--- config.mk ---
export PLATFORM = sky130hd
export DESIGN_NAME = regfile_write_arbiter_flat
export DESIGN_NICKNAME = d
export VERILOG_FILES = /design/src/rtl/regfile_write_arbiter_if.sv /design/src/rtl/regfile_write_arbiter.sv /design/src/flat_wrapper.sv
export SDC_FILE = /design/constraint.sdc
export NUM_CORES = 1
export LEC_CHECK = 0
export ABC_CLOCK_PERIOD_IN_PS = 5300
export CAP_MARGIN = 20
export CORE_MARGIN = 2
export CORE_UTILIZATION = 42
export DETAILED_ROUTE_END_ITERATION = 8
export PLACE_DENSITY = 0.74
export SYNTH_ARGS = -nofsm -noshare
export SYNTH_HDL_FRONTEND = slang
export SYNTH_SLANG_ARGS = --single-unit
export TNS_END_PERCENT = 10
--- constraint.sdc ---
create_clock -name clk -period 5.3 [get_ports clk]
set_input_delay 1.06 -clock clk [delete_from_list [all_inputs] [get_ports clk]]
set_output_delay 1.06 -clock clk [all_outputs]
set_load 0.005 [all_outputs]
--- src/rtl/regfile_write_arbiter_if.sv ---
// Bus bundle between the writeback pipeline, the multi-cycle unit and the register file write port.
// The arbiter connects through the slave modport; the driving environment uses master.
interface regfile_write_arbiter_if #(
    parameter int XLEN = 64
);
    logic            wb_valid;
    logic [4:0]      wb_rd;
    logic [XLEN-1:0] wb_data;
    logic            wb_stall;
    logic            md_valid;
    logic            md_ready;
    logic [4:0]      md_rd;
    logic [XLEN-1:0] md_data;
    logic            rf_we;
    logic [4:0]      rf_rd;
    logic [XLEN-1:0] rf_wdata;
    logic [1:0]      pend_cnt;

    modport master (
        output wb_valid, wb_rd, wb_data, md_valid, md_rd, md_data,
        input  wb_stall, md_ready, rf_we, rf_rd, rf_wdata, pend_cnt
    );

    modport slave (
        input  wb_valid, wb_rd, wb_data, md_valid, md_rd, md_data,
        output wb_stall, md_ready, rf_we, rf_rd, rf_wdata, pend_cnt
    );
endinterface

--- src/rtl/regfile_write_arbiter.sv ---
// Shares one register file write port between pipeline writeback and a 2-deep queue of
// multi-cycle results; writeback has priority until a queued result starves for STARVE_LIMIT cycles.
module regfile_write_arbiter #(
    parameter int XLEN         = 64,
    parameter int STARVE_LIMIT = 4
) (
    input logic                 clk,
    input logic                 rst,
    regfile_write_arbiter_if.slave bus
);
    typedef enum logic {NORMAL, DRAIN} state_t;

    state_t          state, state_next;
    logic [4:0]      fifo_rd   [2];
    logic [XLEN-1:0] fifo_data [2];
    logic            rd_ptr, wr_ptr;
    logic [1:0]      count;
    logic [3:0]      age, age_next, age_inc;
    logic            wb_req, enq, deq;

    always_comb begin
        bus.md_ready = !rst && (count < 2'd2);
        bus.pend_cnt = rst ? 2'd0 : count;
        bus.wb_stall = !rst && (state == DRAIN);
        bus.rf_we    = 1'b0;
        bus.rf_rd    = 5'd0;
        bus.rf_wdata = '0;
        deq          = 1'b0;
        state_next   = NORMAL;
        wb_req       = bus.wb_valid && (bus.wb_rd != 5'd0);
        enq          = bus.md_valid && bus.md_ready && (bus.md_rd != 5'd0);
        age_inc      = age + 4'd1;

        if (!rst) begin
            if (state == NORMAL && wb_req) begin
                bus.rf_we    = 1'b1;
                bus.rf_rd    = bus.wb_rd;
                bus.rf_wdata = bus.wb_data;
            end else if (count != 2'd0) begin
                bus.rf_we    = 1'b1;
                bus.rf_rd    = fifo_rd[rd_ptr];
                bus.rf_wdata = fifo_data[rd_ptr];
                deq          = 1'b1;
            end
        end

        // Age counts cycles a queued head was passed over; hitting the limit forces one drain cycle.
        age_next = (deq || count == 2'd0) ? 4'd0 : age_inc;
        if (state == NORMAL && count != 2'd0 && !deq && age_inc == 4'(STARVE_LIMIT)) begin
            state_next = DRAIN;
        end
    end

    always_ff @(posedge clk) begin
        if (rst) begin
            state  <= NORMAL;
            count  <= 2'd0;
            rd_ptr <= 1'b0;
            wr_ptr <= 1'b0;
            age    <= 4'd0;
        end else begin
            state <= state_next;
            age   <= age_next;
            if (enq) begin
                fifo_rd[wr_ptr]   <= bus.md_rd;
                fifo_data[wr_ptr] <= bus.md_data;
                wr_ptr            <= ~wr_ptr;
            end
            if (deq) begin
                rd_ptr <= ~rd_ptr;
            end
            unique case ({enq, deq})
                2'b10:   count <= count + 2'd1;
                2'b01:   count <= count - 2'd1;
                default: count <= count;
            endcase
        end
    end
endmodule

--- src/flat_wrapper.sv ---
// flat-port wrapper written by rule: the top's interface ports become plain ports
module regfile_write_arbiter_flat 
#(
    parameter int XLEN         = 64,
    parameter int STARVE_LIMIT = 4
)
  (clk, rst, bus_wb_valid, bus_wb_rd, bus_wb_data, bus_md_valid, bus_md_rd, bus_md_data, bus_wb_stall, bus_md_ready, bus_rf_we, bus_rf_rd, bus_rf_wdata, bus_pend_cnt);
  regfile_write_arbiter_if #(.XLEN(XLEN)) bus_i ();
  input logic clk;
  input logic rst;
  input wire logic [$bits(bus_i.wb_valid)-1:0] bus_wb_valid;
  input wire logic [$bits(bus_i.wb_rd)-1:0] bus_wb_rd;
  input wire logic [$bits(bus_i.wb_data)-1:0] bus_wb_data;
  input wire logic [$bits(bus_i.md_valid)-1:0] bus_md_valid;
  input wire logic [$bits(bus_i.md_rd)-1:0] bus_md_rd;
  input wire logic [$bits(bus_i.md_data)-1:0] bus_md_data;
  output wire logic [$bits(bus_i.wb_stall)-1:0] bus_wb_stall;
  output wire logic [$bits(bus_i.md_ready)-1:0] bus_md_ready;
  output wire logic [$bits(bus_i.rf_we)-1:0] bus_rf_we;
  output wire logic [$bits(bus_i.rf_rd)-1:0] bus_rf_rd;
  output wire logic [$bits(bus_i.rf_wdata)-1:0] bus_rf_wdata;
  output wire logic [$bits(bus_i.pend_cnt)-1:0] bus_pend_cnt;
  assign bus_i.wb_valid = bus_wb_valid;
  assign bus_i.wb_rd = bus_wb_rd;
  assign bus_i.wb_data = bus_wb_data;
  assign bus_i.md_valid = bus_md_valid;
  assign bus_i.md_rd = bus_md_rd;
  assign bus_i.md_data = bus_md_data;
  assign bus_wb_stall = bus_i.wb_stall;
  assign bus_md_ready = bus_i.md_ready;
  assign bus_rf_we = bus_i.rf_we;
  assign bus_rf_rd = bus_i.rf_rd;
  assign bus_rf_wdata = bus_i.rf_wdata;
  assign bus_pend_cnt = bus_i.pend_cnt;
  regfile_write_arbiter #(.XLEN(XLEN), .STARVE_LIMIT(STARVE_LIMIT)) u_core (.clk(clk), .rst(rst), .bus(bus_i));
endmodule
==> impl_metrics.csv <==
group,metric,value,unit
run_status,outcome,"finished, final reports clean",
route,antenna_left,0,
critical_path,cp_slowest_stage_delay,0.58,ns
timing,slew_headroom,37.2,%
cts,clk_pin_slew,0.06,ns
grt,track_usage,18.7,%
floorplan,io_pins,216,
place,place_congestion,0.803,
logic_synthesis,synth_nets,652,
place,io_buffers,215,
cells_and_area,nNetsFinal,856,
grt,gr-total-overflow,0,
floorplan,fp.dieArea,16700,um^2
cells_and_area,instances_no_fill,934,
cts,worstSkewPairLatency,0.42,ns
cells_and_area,nFillCells,1220,
logic_synthesis,synth-edff-count,138,
cells_and_area,utilization,62.3,%
timing,hold_ws,0.502,ns
logic_synthesis,avgSynthCellArea,13.0,um^2
critical_path,start_kind,"primary input",
critical_path,rr_worst_depth,6,
route,wl,15.6,mm
hold_path,hold_path_class,"reg2reg",
floorplan,initial_core_util,43.1,%
cells_and_area,antennaDiodeCount,0,
cts,clockRootBuffer,"clkbuf_16",
logic_synthesis,yosys_warnings,0,
critical_path,cp_max_fo,44,
pwr,p_leak,0.00315,uW
cts,cts_resized,0,
timing,slew_viol_final,0,
cts,holdBufCountCts,0,
grt,antenna_found_initial,0,
grt,first_global_vias,4827,
timing,period_share,87.4,%
cts,cts_sinks,148,
cts,postCtsSetupBuffers,0,
timing,fin_skew,0.00420,ns
floorplan,core,15300,um^2
timing,rsz0062_at_grt,"no",
route,first_iter_violations,362,
place,place_inst,903,
cts,cts-buffers-inserted,17,
flow_run,maxCapViolCount,0,
cts,cts_tree,"built",
timing,setup_viol,0,
route,remaining_drc_errors,0,
grt,grt_pass1_wl,23.9,mm
critical_path,required,4.24,ns
cts,cts-htree-levels,4,
route,wl_per_cell,16.7,um
logic_synthesis,syn_inst,507,
cells_and_area,areaGrowthSynthToFinish,44.6,%
timing,fmaxAchievable,216,MHz
logic_synthesis,ys_ff_latch,148,
critical_path,rrSetupSlack,2.84,ns
critical_path,crit_chain,"clkdlybuf4s50_1, or4_4, o21ai_4, buf_4, nand3_1, a21oi_1, clkdlybuf4s50_1",
critical_path,crit_slowest_cell,"or4_4",
floorplan,die_h,129,um
route,via_per_inst,5.08,
critical_path,cp_data_arrival_time,3.57,ns
floorplan,num_rows,45,
floorplan,die_x,129,um
timing,worst_slew_pin_slew,0.943,ns
critical_path,cp-end-kind,"output pin",
logic_synthesis,synth.distinct_cells,27,
logic_synthesis,yosysSeqAreaShare,66.1,%
critical_path,crit_type,"in2out",
hold_path,holdPathStages,1,
place,hpwlAfterDp,10.3,mm
route,vias,4741,
logic_synthesis,ys.flop_type,"edfxtp_1",
timing,fin_crit,4.63,ns
pwr,ir_drop,0.189,mV
pwr,pwr_density_cell,327,nW/um^2
logic_synthesis,syn_area,6570,um^2
cells_and_area,drive_gt1_share,15.8,%
timing,finalHoldViolCount,0,
critical_path,cpMostUsedCell,"clkdlybuf4s50_1",
grt,grt_max_degree,70,
route,dr.pass1.iters,5,
logic_synthesis,async_flop_share,0,%
cts,ctsLongestPathBuffers,2,
timing,finalSetupTns,0,ns
## stage by stage
| step | worst slack, ns | total power [uW] | cell area [um^2] |
|---|---|---|---|
| 3_5_place_dp | 0.681 | 1880 | 8890 |
| 5_1_grt | 0.554 | 3220 | 9500 |
| 2_1_floorplan | 0.286 | 1640 | 6570 |
| 4_1_cts | 0.675 | 3140 | 9500 |
| 3_3_place_gp | 0.776 | 1870 | 8890 |
| 6_report | 0.668 | 3110 | 9500 |
## layout make-up
type / count / area (um^2) / share of cell area (%)
sequential: 148 / 4350 / 45.7
clock buffer: 18 / 429 / 4.52
timing repair buffer: 225 / 2250 / 23.6
clock inverter: 13 / 189 / 1.99
inverter: 2 / 7.51 / 0.0790
tap: 211 / 264 / 2.78
multi-input combinational: 317 / 2020 / 21.2
## placed cells by master, fill, tap and decap left out, drive strengths merged, types with 3 or more instances in the layout
cell / n
buf: 11
nor2: 8
nor3: 4
o21ai: 6
edfxtp: 138
a21oi: 72
nor2b: 4
clkdlybuf4s50: 214
nand2: 68
or3: 3
clkbuf: 18
nand3: 69
bufinv: 5
dfxtp: 10
mux2: 69
ha: 3
clkinv: 7
## cell families (layout without fill, tap and decap cells)
kind of cell,Yosys count,in the layout,synth area share [%]
simple gates,161,161,11.2
flops,148,148,66.1
compound gates,80,80,6.24
mux,69,69,11.8
buf+inv,42,258,3.56
xor+xnor,4,4,0.533
fa+ha+maj,3,3,0.571
## per-layer routing
metal	vias to the layer above	GRT usage, %	routed length [um]	share of wire (%)
met2	192	33.4	8060	52
li1	2277	-	-	-
met5	-	0	0	0
met1	2250	21.4	6170	40
met3	22	5.00	1120	7.2
met4	0	7.42	256	1.6
## worst paths after layout
check / end / start
hold reg to reg: u_core.age[0] / u_core.age[0]
hold / removal: u_core.age[0] / u_core.age[0]
setup reg to reg: u_core.count[1] / u_core.count[1]
setup / recovery: bus_rf_wdata[24] / bus_wb_rd[0]
## power by group
group	switching [uW]	internal, uW	leakage, uW
logic	202	269	0.00151
registers	41.3	1340	0.00135
clock network	436	823	0.000302
total	679	2430	0.00315
## flip-flops by register name, summed over array words and instances (netlist names), named ones only
signal and count:
u_core.rd_ptr 1, u_core.wr_ptr 1, u_core.age 4, u_core.fifo_rd 10, u_core.fifo_data 128, u_core.state 1
u_core.count 2
## critical path, delay by kind of cell
kind	cells	cell delay, ns
AOI/OAI and AO/OA	2	0.37
buffers and inverters	3	1.39
and+or+nand+nor	2	0.72
## cells in the mapped netlist, types with 2 or more instances
library cell	n	area, um^2
dfxtp_1	10	200
buf_6	7	78.8
o21ai_0	5	25.0
nor3_1	4	20.0
buf_4	2	15.0
nor2b_1	4	25.0
nand2_1	68	255
nor2_1	8	30.0
xor2_1	2	17.5
or3_1	3	18.8
inv_1	2	7.51
ha_1	3	37.5
a21oi_1	72	360
clkbuf_1	18	67.6
nand3_1	69	345
buf_2	13	65.1
xnor2_1	2	17.5
edfxtp_1	138	4140
mux2_2	69	777
(Power assumes the default switching activity.)
